$ cat config.mk
export PLATFORM = sky130hd
export DESIGN_NAME = shift_idex_stage
export DESIGN_NICKNAME = d
export VERILOG_FILES = /design/src/rtl/shift_idex_stage.sv
export SDC_FILE = /design/constraint.sdc
export NUM_CORES = 1
export LEC_CHECK = 0
export CORE_MARGIN = 3
export CORE_UTILIZATION = 40
export DETAILED_ROUTE_END_ITERATION = 16
export PLACE_DENSITY = 0.8
export REMOVE_ABC_BUFFERS = 1
export SKIP_LAST_GASP = 1
export SLEW_MARGIN = 20
export SYNTH_ARGS = -nofsm -noshare
export SYNTH_HDL_FRONTEND = slang
export SYNTH_SLANG_ARGS = --single-unit
$ cat constraint.sdc
create_clock -name clk -period 2.5 [get_ports clk]
set_input_delay 0.5 -clock clk [delete_from_list [all_inputs] [get_ports clk]]
set_output_delay 0.5 -clock clk [all_outputs]
set_load 0.1 [all_outputs]
$ cat src/rtl/shift_idex_stage.sv
// ID/EX pipeline register with RS/RT operand forwarding feeding the 16-bit left shifter.
// Also keeps a saturating count of issued shift instructions.
module shift_idex_stage #(
    parameter int DATA_W  = 16,
    parameter int REG_AW  = 3,
    parameter int SHAMT_W = 4,
    parameter int CNT_W   = 16
) (
    input  logic               clk,
    input  logic               rst,
    input  logic               stall,
    input  logic               flush,
    input  logic               id_valid,
    input  logic               id_is_shift,
    input  logic               id_regwrite,
    input  logic [REG_AW-1:0]  id_rs_addr,
    input  logic [REG_AW-1:0]  id_rt_addr,
    input  logic [REG_AW-1:0]  id_rd_addr,
    input  logic [DATA_W-1:0]  id_rs_data,
    input  logic [DATA_W-1:0]  id_rt_data,
    input  logic [SHAMT_W-1:0] id_imm_shamt,
    input  logic               id_shamt_sel,
    input  logic               exmem_regwrite,
    input  logic [REG_AW-1:0]  exmem_rd,
    input  logic [DATA_W-1:0]  exmem_result,
    input  logic               memwb_regwrite,
    input  logic [REG_AW-1:0]  memwb_rd,
    input  logic [DATA_W-1:0]  memwb_result,
    output logic               ex_valid,
    output logic               ex_regwrite,
    output logic [REG_AW-1:0]  ex_rd_addr,
    output logic [DATA_W-1:0]  ex_data_in,
    output logic [SHAMT_W-1:0] ex_shamt,
    output logic [1:0]         ex_fwd_a,
    output logic [1:0]         ex_fwd_b,
    output logic [CNT_W-1:0]   shift_count
);

    localparam logic [1:0] FWD_RF    = 2'b00;
    localparam logic [1:0] FWD_MEMWB = 2'b01;
    localparam logic [1:0] FWD_EXMEM = 2'b10;
    localparam logic [CNT_W-1:0] CNT_ONE = {{(CNT_W-1){1'b0}}, 1'b1};

    logic               valid_q;
    logic               regwrite_q;
    logic [REG_AW-1:0]  rs_addr_q;
    logic [REG_AW-1:0]  rt_addr_q;
    logic [REG_AW-1:0]  rd_addr_q;
    logic [DATA_W-1:0]  rs_data_q;
    logic [DATA_W-1:0]  rt_data_q;
    logic [SHAMT_W-1:0] imm_shamt_q;
    logic               shamt_sel_q;
    logic [CNT_W-1:0]   count_q;

    logic [DATA_W-1:0]  rs_val;
    logic [DATA_W-1:0]  rt_val;
    logic [1:0]         rs_src;
    logic [1:0]         rt_src;
    logic               unused_rt_hi;

    // Flush inserts a bubble and outranks stall; reset outranks both.
    always_ff @(posedge clk) begin
        if (rst || flush) begin
            valid_q     <= 1'b0;
            regwrite_q  <= 1'b0;
            rs_addr_q   <= '0;
            rt_addr_q   <= '0;
            rd_addr_q   <= '0;
            rs_data_q   <= '0;
            rt_data_q   <= '0;
            imm_shamt_q <= '0;
            shamt_sel_q <= 1'b0;
        end else if (!stall) begin
            valid_q     <= id_valid;
            regwrite_q  <= id_regwrite;
            rs_addr_q   <= id_rs_addr;
            rt_addr_q   <= id_rt_addr;
            rd_addr_q   <= id_rd_addr;
            rs_data_q   <= id_rs_data;
            rt_data_q   <= id_rt_data;
            imm_shamt_q <= id_imm_shamt;
            shamt_sel_q <= id_shamt_sel;
        end
    end

    always_ff @(posedge clk) begin
        if (rst) begin
            count_q <= '0;
        end else if (!flush && !stall && id_valid && id_is_shift && (count_q != {CNT_W{1'b1}})) begin
            count_q <= count_q + CNT_ONE;
        end
    end

    // EX/MEM is the younger producer, so it is checked before MEM/WB; r0 never forwards.
    always_comb begin
        rs_val = rs_data_q;
        rs_src = FWD_RF;
        if (rs_addr_q == '0) begin
            rs_val = '0;
        end else if (exmem_regwrite && (exmem_rd == rs_addr_q)) begin
            rs_val = exmem_result;
            rs_src = FWD_EXMEM;
        end else if (memwb_regwrite && (memwb_rd == rs_addr_q)) begin
            rs_val = memwb_result;
            rs_src = FWD_MEMWB;
        end

        rt_val = rt_data_q;
        rt_src = FWD_RF;
        if (rt_addr_q == '0) begin
            rt_val = '0;
        end else if (exmem_regwrite && (exmem_rd == rt_addr_q)) begin
            rt_val = exmem_result;
            rt_src = FWD_EXMEM;
        end else if (memwb_regwrite && (memwb_rd == rt_addr_q)) begin
            rt_val = memwb_result;
            rt_src = FWD_MEMWB;
        end
    end

    assign unused_rt_hi = ^rt_val[DATA_W-1:SHAMT_W];

    always_comb begin
        ex_data_in  = '0;
        ex_shamt    = '0;
        ex_regwrite = 1'b0;
        ex_fwd_a    = FWD_RF;
        ex_fwd_b    = FWD_RF;
        if (valid_q) begin
            ex_data_in  = rs_val;
            ex_shamt    = shamt_sel_q ? rt_val[SHAMT_W-1:0] : imm_shamt_q;
            ex_regwrite = regwrite_q;
            ex_fwd_a    = rs_src;
            ex_fwd_b    = rt_src;
        end
    end

    assign ex_valid    = valid_q;
    assign ex_rd_addr  = rd_addr_q;
    assign shift_count = count_q;

endmodule

==> impl_metrics.toml <==
[status]
status = "finished clean"

[clock_tree]
clk_pin_slew_ns = 0.09
cts_made_buffers = 5
clock_path_buffers = 2
cts_hold_buf = 0
htree_levels = 2
worstSkewPairLatency_ns = 0.31
cts_tree = "done"
root_buffer = "clkbuf_8"
clock_sinks = 52

[sta]
min_period_over_period_pct = 98.9
finClkSkew_ns = 0.0115
worst_slack_ns = 0.0282
slew_viol_final = 0
fmax_mhz = 405
rsz0062_at_grt = "true"
slew_headroom_pct = 54.3
tns_ns = 0
setup_viol = 0
period_needed_ns = 2.47
finalHoldViolations = 0
tightest_slew_ns = 0.686

[critical_path]
critPathMostFrequentCell = "buf_12"
crit_arrival_ns = 1.97
crit_slowest_cell = "dfxtp_2"
crit_chain = "xnor2_2 > nand4_1 > buf_4 > buf_12 > mux2i_2 > o2bb2ai_2 > buf_12"
crit_path_end_kind = "primary output"
slowest_delay_ns = 0.39
required_ns = 2.00
path_class = "register to primary output"
crit_family = "buffers and inverters"
cp_max_fo = 9
path_buf_inv = 3
critPathLaunchType = "register"

[synthesis]
synthTopCellsByArea = "dfxtp_1 (38%), mux2i_1 (21%), nor2_1 (5.7%), o2bb2ai_1 (5.1%), xnor2_1 (3.8%)"
syn_area_sq_um = 2750
yosysTopAreaCell = "dfxtp_1"
ys.flop_type = "dfxtp_1"
synth_cells = 297
yosysWarnings = 0
seq_area_frac_synth_pct = 37.8
synth-seq-cells = 52
synth.avg_cell_area_sq_um = 9.27
synth_edf_count = 0
yosys.area.top_type_share_pct = 37.8
async_flop_share_pct = 0
ys_types = 43

[routing]
vias_per_cell = 5.62
drt-total-wl_mm = 9.84
drt-wirelength-per-cell_um = 19.5
firstDrtPassIters = 4
ant_nets = 0
dr_total_vias = 2830
first_iter_violations = 126
drc = 0

[placement]
dp_slack_ns = -0.123
dp_hpwl_mm = 6.81
gp_congestion = 0.886
port-buffer-count = 125
dp_cells = 491

[layout]
final_cells = 504
num_antenna_cells = 0
fin_nets = 520
synthToLayoutAreaGrowth_pct = 70.9
drive_gt1_share_pct = 26.5

[die]
dieArea_sq_um = 7910
dieHeight_um = 89.0
row_count = 29
core_sq_um = 6490
die_w_um = 89.0
ios = 138
initial_core_util_pct = 42.4

[power]
p_per_area_nw_per_um2 = 386
p_total_mw = 1.82
p_leak_nw = 1.95
ir_drop_uv = 223

[grt]
grt_antenna_before_repair = 0
grt_pass1_wl_mm = 14.5
grt_max_degree = 37
track_usage_pct = 24.1
grt_pass1_vias = 2817
grt_overflow_total = 0

[run]
timing.max_cap.violations = 0

[worst_hold_path]
hp-class = "register to register"
==> tightest hold or removal path, cell delays in order, from the launching register on <==
cell	delay (ns)
dfxtp_1	0.33
mux2i_1	0.06
nor2_1	0.07
==> cells in the final DEF (no fill, tap or decap), types with 2 or more instances in the layout <==
cell type / synthesis / routed
clkdlybuf4s50_1: 0 / 71
mux2i_1: 57 / 55
dfxtp_1: 52 / 49
nor2_1: 42 / 41
buf_4: 1 / 33
buf_12: 0 / 27
o2bb2ai_2: 0 / 15
xnor2_1: 12 / 11
a21oi_1: 11 / 11
nand2_1: 7 / 7
clkbuf_8: 0 / 7
or3_1: 6 / 6
o21ai_0: 6 / 6
o31ai_1: 5 / 5
nand3_1: 5 / 5
nand4_1: 4 / 4
o21ai_2: 0 / 4
or4_1: 4 / 4
dlygate4sd2_1: 0 / 4
and4_1: 4 / 3
nor2b_1: 3 / 3
a32oi_2: 0 / 3
and3_1: 4 / 3
o21ai_1: 7 / 3
inv_1: 3 / 3
nor4_1: 3 / 3
clkbuf_2: 0 / 3
dfxtp_2: 0 / 3
mux2i_2: 0 / 2
and2_1: 2 / 2
nor3_1: 2 / 2
==> cells by family (layout without fill, tap and decap cells) <==
kind of cell	Yosys count	in the layout	synth area share [%]
compound gates	53	53	13.3
xor+xnor	12	12	3.82
flops	52	52	37.8
buf+inv	23	153	3.59
mux	59	59	21.7
fa+ha+maj	1	1	0.454
simple gates	97	97	19.3
==> synthesized netlist by cell type, drive strengths merged, types with 3 or more instances <==
master,instances
mux2i,57
dfxtp,52
nor2,42
o2bb2ai,16
o21ai,13
xnor2,12
a21oi,11
clkbuf,11
buf,9
nand2,8
or3,6
nand3,5
nand4,5
o31ai,5
a32oi,4
and3,4
and4,4
nor4,4
or4,4
inv,3
nor2b,3
==> path summary, 6_finish.rpt <==
check | slack, ns | startpoint | to | depth (start not counted)
worst max-delay path | 0.03 | rs_addr_q[1] | ex_data_in[7] | 7
worst min-delay path | 0.50 | regwrite_q | regwrite_q | 2
worst max register to register | 0.65 | shift_count[0] | shift_count[12] | 5
worst min register to register | 0.50 | regwrite_q | regwrite_q | 2
==> routing by layer <==
layer  vias up  track usage [%]  wire length [um]
li1       1353                -                 -
met1      1340             26.5              3790
met2       123             43.2              4860
met3        14             8.20               953
met4         0             8.53               229
met5         -                0                 0
==> flip-flops by register name, indices dropped and copies added (netlist names) <==
signal       count
ex_rd_addr       3
ex_valid         1
imm_shamt_q      4
regwrite_q       1
rs_addr_q        3
rs_data_q       16
rt_addr_q        3
rt_data_q        4
shamt_sel_q      1
shift_count     16
==> through the flow <==
step	util, %	area (sq um)	hold WS, ns
6_report	72.4	4700	0.497
5_1_grt	72.4	4700	0.539
4_1_cts	71.7	4660	0.508
3_5_place_dp	66.6	4320	0.485
3_3_place_gp	66.6	4320	0.471
2_1_floorplan	-	2670	0.455
==> layout make-up <==
class                           instances  area [sq um]
Clock buffer                            7          96.3
Inverter                                3          11.3
Clock inverter                          1          30.0
Tap cell                               77          96.3
Fill cell                             451          1790
Multi-Input combinational cell        222          1800
Sequential cell                        52          1040
Timing Repair Buffer                  142          1630
==> power by group <==
| part | internal [mW] | switching (mW) | leakage, nW | total (mW) |
|---|---|---|---|---|
| sequential | 0.848 | 0.0160 | 0.424 | 0.864 |
| clock | 0.353 | 0.274 | 0.0645 | 0.627 |
| combinational | 0.183 | 0.142 | 1.46 | 0.325 |
| total | 1.38 | 0.432 | 1.95 | 1.82 |
==> timing repair <==
item                                    in CTS  in global routing
pin swaps                                    7                  7
cloned                                       2                  0
setup buffers                                3                  0
endpoints found under the setup margin      20                 20
gates resized for setup                     34                 18
Note: power is estimated with default switching activity, not from simulation.
